==> config.mk <==
export PLATFORM = sky130hd
export DESIGN_NAME = halflife_counter
export DESIGN_NICKNAME = d
export VERILOG_FILES = /design/src/rtl/halflife_counter.sv
export SDC_FILE = /design/constraint.sdc
export NUM_CORES = 1
export LEC_CHECK = 0
export BUFFER_PORTS_ARGS = -buffer_cell sky130_fd_sc_hd__buf_4
export CORE_UTILIZATION = 57
export DETAILED_ROUTE_END_ITERATION = 16
export HOLD_SLACK_MARGIN = 0.06
export PLACE_DENSITY = 0.8
export REMOVE_ABC_BUFFERS = 1
export SLEW_MARGIN = 20
export SYNTH_ARGS = -nofsm -noshare
export SYNTH_HDL_FRONTEND = slang
export SYNTH_SLANG_ARGS = --single-unit
==> constraint.sdc <==
create_clock -name clk -period 4.6 [get_ports clk]
set_clock_uncertainty 0.15 [all_clocks]
set_input_delay 0.23 -clock clk [delete_from_list [all_inputs] [get_ports clk]]
set_output_delay 0.23 -clock clk [all_outputs]
set_load 0.05 [all_outputs]
==> src/rtl/halflife_counter.sv <==
// Loadable up/down counter whose value halves every PERIOD cycles after start; outputs registered, 1-cycle latency, no backpressure.
// Define HALFLIFE_COUNT_EN to add the hl_cnt port counting halvings since the last start/load/reset.
module halflife_counter #(
    parameter int N      = 4,
    parameter int PERIOD = 8,
    parameter int SAT    = 0,
    parameter int CW     = 4
) (
    input  logic          clk,
    input  logic          rst,
    input  logic          load,
    input  logic          up,
    input  logic          down,
    input  logic          start,
    input  logic [N-1:0]  in,
    output logic [N-1:0]  out,
    output logic          busy,
`ifdef HALFLIFE_COUNT_EN
    output logic [CW-1:0] hl_cnt,
`endif
    output logic          done
);

    localparam int PW = (PERIOD > 1) ? $clog2(PERIOD) : 1;
    localparam logic [PW-1:0] PLAST = PW'(PERIOD - 1);

    typedef enum logic [1:0] {
        IDLE  = 2'd0,
        DECAY = 2'd1,
        DONE  = 2'd2
    } state_t;

    state_t        state_q, state_d;
    logic [N-1:0]  out_q, out_d;
    logic [PW-1:0] presc_q, presc_d;
    logic          busy_q, busy_d;
    logic          done_q, done_d;

    always_ff @(posedge clk) begin
        if (rst) begin
            state_q <= IDLE;
            out_q   <= '0;
            presc_q <= '0;
            busy_q  <= 1'b0;
            done_q  <= 1'b0;
        end else begin
            state_q <= state_d;
            out_q   <= out_d;
            presc_q <= presc_d;
            busy_q  <= busy_d;
            done_q  <= done_d;
        end
    end

    always_comb begin
        state_d = state_q;
        out_d   = out_q;
        presc_d = presc_q;
        if (load) begin
            out_d   = in;
            presc_d = '0;
            state_d = IDLE;
        end else begin
            case (state_q)
                IDLE: begin
                    if (start) begin
                        presc_d = '0;
                        state_d = (out_q == '0) ? DONE : DECAY;
                    end else if (up && !down) begin
                        if (out_q == {N{1'b1}})
                            out_d = (SAT != 0) ? out_q : '0;
                        else
                            out_d = out_q + N'(1);
                    end else if (down && !up) begin
                        if (out_q == '0)
                            out_d = (SAT != 0) ? out_q : {N{1'b1}};
                        else
                            out_d = out_q - N'(1);
                    end
                end
                DECAY: begin
                    if (presc_q == PLAST) begin
                        out_d   = out_q >> 1;
                        presc_d = '0;
                        // Leave DECAY on the same edge the value reaches zero
                        if (out_q[N-1:1] == '0)
                            state_d = DONE;
                    end else begin
                        presc_d = presc_q + PW'(1);
                    end
                end
                DONE: begin
                    out_d = '0;
                end
                default: begin
                    state_d = IDLE;
                end
            endcase
        end
        busy_d = (state_d == DECAY);
        done_d = (state_d == DONE);
    end

`ifdef HALFLIFE_COUNT_EN
    logic [CW-1:0] hl_q, hl_d;
    logic          hl_clr;
    logic          hl_inc;

    assign hl_clr = load || ((state_q == IDLE) && start);
    assign hl_inc = !load && (state_q == DECAY) && (presc_q == PLAST);

    always_comb begin
        hl_d = hl_q;
        if (hl_clr)
            hl_d = '0;
        else if (hl_inc && (hl_q != {CW{1'b1}}))
            hl_d = hl_q + CW'(1);
    end

    always_ff @(posedge clk) begin
        if (rst)
            hl_q <= '0;
        else
            hl_q <= hl_d;
    end

    assign hl_cnt = hl_q;
`endif

    assign out  = out_q;
    assign busy = busy_q;
    assign done = done_q;

endmodule

* Word-level counts from Yosys, hierarchy flattened
Index checks and enable logic that the tools add are counted.
** Word-level totals
- Word-level logic and storage cells :: 47
- Flip-flop bits (word level) :: 11
- Output and inout port bits :: 6
- Input bits :: 10
** Operators by class
- $add $sub $neg :: 3
- Reduce and logical (&&, ||, !) cells :: 12
- Equality and inequality tests :: 10
- Mux-type cells :: 17
** Operators by type and width (number)
- 4-bit two-way mux :: 7
- 4-bit case mux with 3 select lines :: 1
- 2-bit two-way mux :: 5
- 3-bit two-way mux :: 2
- 3-bit != test (second input constant) :: 2
- 2-bit case mux with 3 select lines :: 1
- 3-bit case mux with 2 select lines :: 1
- 4-bit by 1-bit adder with 4-bit output (second input constant) :: 1
- 2-bit by 1-bit equality test with 1-bit output (second input constant) :: 2
- 2-bit equality test (second input constant) :: 2
- 4-bit equality test (second input constant) :: 1
- 4-bit logical NOT :: 1
- 4-bit != test (second input constant) :: 1
- 4-bit AND reduction :: 1
- 4-bit nonzero test :: 1
- 4-bit by 1-bit subtractor with 4-bit output (second input constant) :: 1
- 3-bit by 1-bit adder with 3-bit output (second input constant) :: 1
- 3-bit equality test (second input constant) :: 1
- 3-bit logical NOT :: 1
- 1-bit logical AND :: 2
- 1-bit logical NOT :: 2
- 2-bit logical NOT :: 1
- 2-bit != test (second input constant) :: 1
- 2-bit AND reduction :: 1
- other kinds (2) :: 2

* Logic depth before layout (Yosys ltp)
- Word-level depth :: 7
- Depth in mapped cells :: 6
- Mapped depth without buffers :: 6

* Least setup slack after synthesis
No wires, ideal clock.
- Path kind :: flip-flop to flip-flop
- Start point :: register out_q[0] (netlist: out[0])
- End point :: register out_q[0] (netlist: out[0])
- Period minus slack after synthesis :: 1.930 ns
- Data arrival time :: 1.658 ns
- Data required time :: 4.328 ns
- Slack :: 2.670 ns
- Path buffers :: 0
- Cell stages (with the launch flop) :: 7
- Library setup time :: 0.122 ns
- Path through :: dfxtp_1 inv_1 ha_1 inv_1 or3_1 a221oi_1 o311a_1
** Between the ends
- Cells in the longest elaborated chain, start to end :: 7
- Elaborated cells between the ends (all ways) :: 11
- Classes of those cells :: add/sub (2); eq/ne (1); mux (7); reduce/logical (1)
** RTL lines
- start, declared :: line 34 : logic [N-1:0] out_q, out_d;
- start signal, assigned :: line 48 : out_q <= out_d;
- 4-bit by 1-bit subtractor with 4-bit output or 4-bit logical NOT (tied branches) :: line 78, 75
- 4-bit two-way mux :: line 75 : if (out_q == '0)
- 4-bit two-way mux :: line 74 : end else if (down && !up) begin
- 4-bit two-way mux (*) :: line 69 : end else if (up && !down) begin
- 4-bit two-way mux (*) :: line 66 : if (start) begin
- 4-bit case mux with 3 select lines (*) :: line 64 : case (state_q)
- 4-bit two-way mux (*) :: line 59 : if (load) begin
Mark *: on every way between the ends. The rest lies on a longest branch, timed or not. The select of a mux whose other input is x is not followed.
A chain may end at the register's enable or synchronous reset.

* Final worst setup path
- Start point :: register state_q[0]
- End point :: register presc_q[2]
** Between the ends
- Cells in the longest elaborated chain, start to end :: 3
- Elaborated cells between the ends (all ways) :: 6
- Classes of those cells :: eq/ne (2); mux (1); reduce/logical (3)
** RTL lines
- start, declared :: line 33 : state_t state_q, state_d;
- start signal, assigned :: line 47 : state_q <= state_d;
- 2-bit by 1-bit equality test with 1-bit output or 2-bit logical NOT (tied branches) :: line 64
- 2-bit nonzero test (no source line) or 2-bit != test (tied branches)
- 2-bit AND reduction (no source line)
- end signal, assigned :: line 49 : presc_q <= presc_d;
- end, declared :: line 35 : logic [PW-1:0] presc_q, presc_d;
Parallel ways exist; a longest one is shown, timed or not.

==> impl_metrics.yaml <==
outcome:
  outcome: "finished, final reports clean"
synth:
  postSynthAreaPerCell_um2: 8.49
  commonest_cells_in_the_netlist: "sky130_fd_sc_hd__dfxtp_1, sky130_fd_sc_hd__inv_1, sky130_fd_sc_hd__ha_1, sky130_fd_sc_hd__nor3_1, sky130_fd_sc_hd__nand2_1"
  cell_variety_after_synth: 46
  synth.top_cell.area_share_pct: 25.7
  synth-edff-count: 0
  postSynthRegisterBits: 11
  async_flop_share_pct: 0
  post-synth-top-count-cell: "sky130_fd_sc_hd__dfxtp_1"
  netlist_instances: 101
  ys.warnings.count: 0
  synth-seq-area-share_pct: 25.7
  postSynth.topFlopCell: "sky130_fd_sc_hd__dfxtp_1"
  synthTopCellsByArea: "sky130_fd_sc_hd__dfxtp_1, sky130_fd_sc_hd__ha_1, sky130_fd_sc_hd__inv_1, sky130_fd_sc_hd__nor3_1, sky130_fd_sc_hd__a2111oi_4"
  synth.largest_area_cell: "sky130_fd_sc_hd__dfxtp_1"
  synth.cell_area_um2: 857
global_routing:
  wire_length_of_the_first_global_routing_pass_mm: 2.81
  pin_count_of_the_biggest_net_entering_global_routing: 12
  via_count_of_the_first_global_routing_pass: 627
  grt_antenna_before_repair: 0
  global_route.usage.total_pct: 26.8
  overflow: 0
placed_design:
  place.detailed.hpwl_mm: 1.43
  io_buffers: 15
  gp_congestion: 0.829
routing:
  detail_route.first_pass.iterations: 4
  routedWlPerCell_um: 14.4
  vias_per_cell: 6.17
  drc: 0
  first_iter_violations: 40
  postRouteWirelength_mm: 1.91
  via_count: 821
  drtAntennaViolNets: 0
sta:
  final-max-slew-violation-count: 0
  hold_violations: 0
  period_share_pct: 48.2
  rsz0062_at_grt: "false"
  timing.final.setup_violations: 0
  max-slew-margin-rel_pct: 66.1
  worst_pin_slew_ps: 504
  final.min_clock_period_ps: 2220
  fin_tns_setup_ps: 0
  timing.fmax_mhz: 451
setup_path:
  cp_data_required_time_ps: 4610
  timing.critical_path.cells: "inv_1 > ha_1 > nand2b_1 > o21ai_0 > a32oi_1 > nor3_1 > dlygate4sd3_1"
  critical_path_sink_type: "flip-flop"
  cpMaxStageDelayCell: "sky130_fd_sc_hd__dlygate4sd3_1"
  worstPathArrival_ps: 2230
  worst_setup_path_start_kind: "flip-flop"
  worstPathMaxFanout: 7
  critical_path_buf_inv_count: 2
  worst_path_dominant_cell_family: "buffers and inverters"
  timing.critical_path.slowest_cell_delay_ps: 560
  critPathKind: "flip-flop to flip-flop"
power_and_ir_drop:
  clockPowerShare_pct: 22.0
  maximum_resistive_drop_on_vdd_v: 0.000195
  power_frac_seq_pct: 37.8
  intPower_uw: 186
  power_density_mw_per_mm2: 299
  total_switching_power_uw: 120
  power_frac_comb_pct: 40.2
  switching_share_pct: 39.3
  p_leak_uw: 0.000429
clocking:
  numCtsBuffers: 3
  ctsRootBufferMaster: "sky130_fd_sc_hd__clkbuf_4"
  cts.sink_count: 11
  cts-root-to-sink-buffers: 2
  cts.clk_slew.worst_paths_ps: 70
  cts_setup_buffers: 0
  post_cts_resize_count: 0
  clock_latency_ps: 270
  cts-htree-levels: 1
  cts_tree: "done"
layout:
  post_route_cells_drive_above_1_share_pct: 21.2
  finish.net_count: 137
  synthToLayoutAreaGrowth_pct: 19.4
  antenna_cells: 0
  fin_util_pct: 75.8
flow_run:
  max_cap_viol_count: 0
floorplan:
  floorplan.rows: 13
  core_area_mm2: 0.00135
  boundaryPins: 16
  dieWidth_um: 40.8
  initial_utilization_pct: 63.5
  dieArea_mm2: 0.00166
  die-height_um: 40.8
hold_path:
  hp-class: "input pin to flip-flop"
[routing by layer]
metal	up-vias	wire, um	global-route usage (%)
li1	415	-	-
met1	362	931	35.7
met2	42	836	40.1
met3	2	128	9.78
met4	0	11	7.50
met5	-	0	0
[power groups by stage]
stage / Sequential (uW) / Clock [uW] / Combinational [uW]
finish: 116 / 67.2 / 123
global route: 117 / 75.8 / 132
CTS: 115 / 68.7 / 121
detailed placement: 118 / 0 / 119
global placement: 117 / 0 / 119
floorplan: 134 / 0 / 68.9
[stage by stage]
stage               area [um2]  cells  setup slack (ps)  total power [uW]  hold slack (ps)
detailed placement         967    126              2560               237              342
global route              1020    133              2270               325              116
floorplan                  836     96              2670               203              157
finish                    1020    133              2380               306              122
global placement           967    126              2600               236              336
CTS                       1010    132              2440               305             63.7
[flip-flops by register name, summed over array words and instances (netlist names)]
signal   flops
busy         1
state_q      2
presc_q      3
done         1
out          4
[worst paths after layout]
check | from | to | slack (ps) | cells past startpoint
hold reg to reg | presc_q[0]$_SDFFE_PP0P_ | presc_q[0]$_SDFFE_PP0P_ | 430 | 2
setup / recovery | state_q[0]$_SDFF_PP0_ | presc_q[2]$_SDFFE_PP0P_ | 2380 | 7
hold / removal | in[1] | out[1]$_SDFFE_PP0P_ | 120 | 3
setup reg to reg | state_q[0]$_SDFF_PP0_ | presc_q[2]$_SDFFE_PP0P_ | 2380 | 7
[worst min-delay path, stage by stage]
cell and delay, ps:
sky130_fd_sc_hd__buf_4 70, sky130_fd_sc_hd__nor2_1 30, sky130_fd_sc_hd__o41ai_2 180
[cell usage in the layout (no fill, tap or decap), types with 2 or more instances in the layout]
cell and count:
sky130_fd_sc_hd__buf_4 15, sky130_fd_sc_hd__dfxtp_1 11, sky130_fd_sc_hd__inv_1 9, sky130_fd_sc_hd__ha_1 8
sky130_fd_sc_hd__nor3_1 6, sky130_fd_sc_hd__nand2_1 5, sky130_fd_sc_hd__a31oi_1 3, sky130_fd_sc_hd__and2_1 3
sky130_fd_sc_hd__nand3_1 3, sky130_fd_sc_hd__nor2_1 3, sky130_fd_sc_hd__clkbuf_4 3, sky130_fd_sc_hd__dlygate4sd3_1 3
sky130_fd_sc_hd__o21ai_1 2, sky130_fd_sc_hd__nor2b_1 2, sky130_fd_sc_hd__or3_1 2, sky130_fd_sc_hd__xnor2_1 2
sky130_fd_sc_hd__nand4_1 2, sky130_fd_sc_hd__a21oi_1 2, sky130_fd_sc_hd__o21ai_0 2, sky130_fd_sc_hd__o311a_1 2
sky130_fd_sc_hd__o211ai_1 2, sky130_fd_sc_hd__a22oi_1 2
[logic make-up (layout without fill, tap and decap cells)]
logic type               count (synthesis)  in the layout  share of synthesized area (%)
adder cells (fa/ha/maj)                  8              8                           11.7
flip-flops                              11             11                           25.7
multiplexers                             1              1                           1.17
XOR/XNOR                                 2              2                           2.04
AO/OA/AOI/OAI                           29             29                           29.5
buffers and inverters                   16             33                           7.30
AND/OR/NAND/NOR                         34             34                           22.6
[what timing repair did]
item,4_1_cts,5_1_grt
hold endpoints to repair,3,2
endpoints found under the setup margin,0,0
hold buffers,2,1
[area by class of cell]
| class | instances | area [um2] |
|---|---|---|
| clock buffer | 4 | 26.3 |
| fill | 90 | 327 |
| inverter | 11 | 41.3 |
| multi-input combinational | 74 | 574 |
| sequential | 11 | 220 |
| tap | 15 | 18.8 |
| timing repair buffer | 18 | 143 |
No activity file was read; power rests on OpenSTA's default activity.
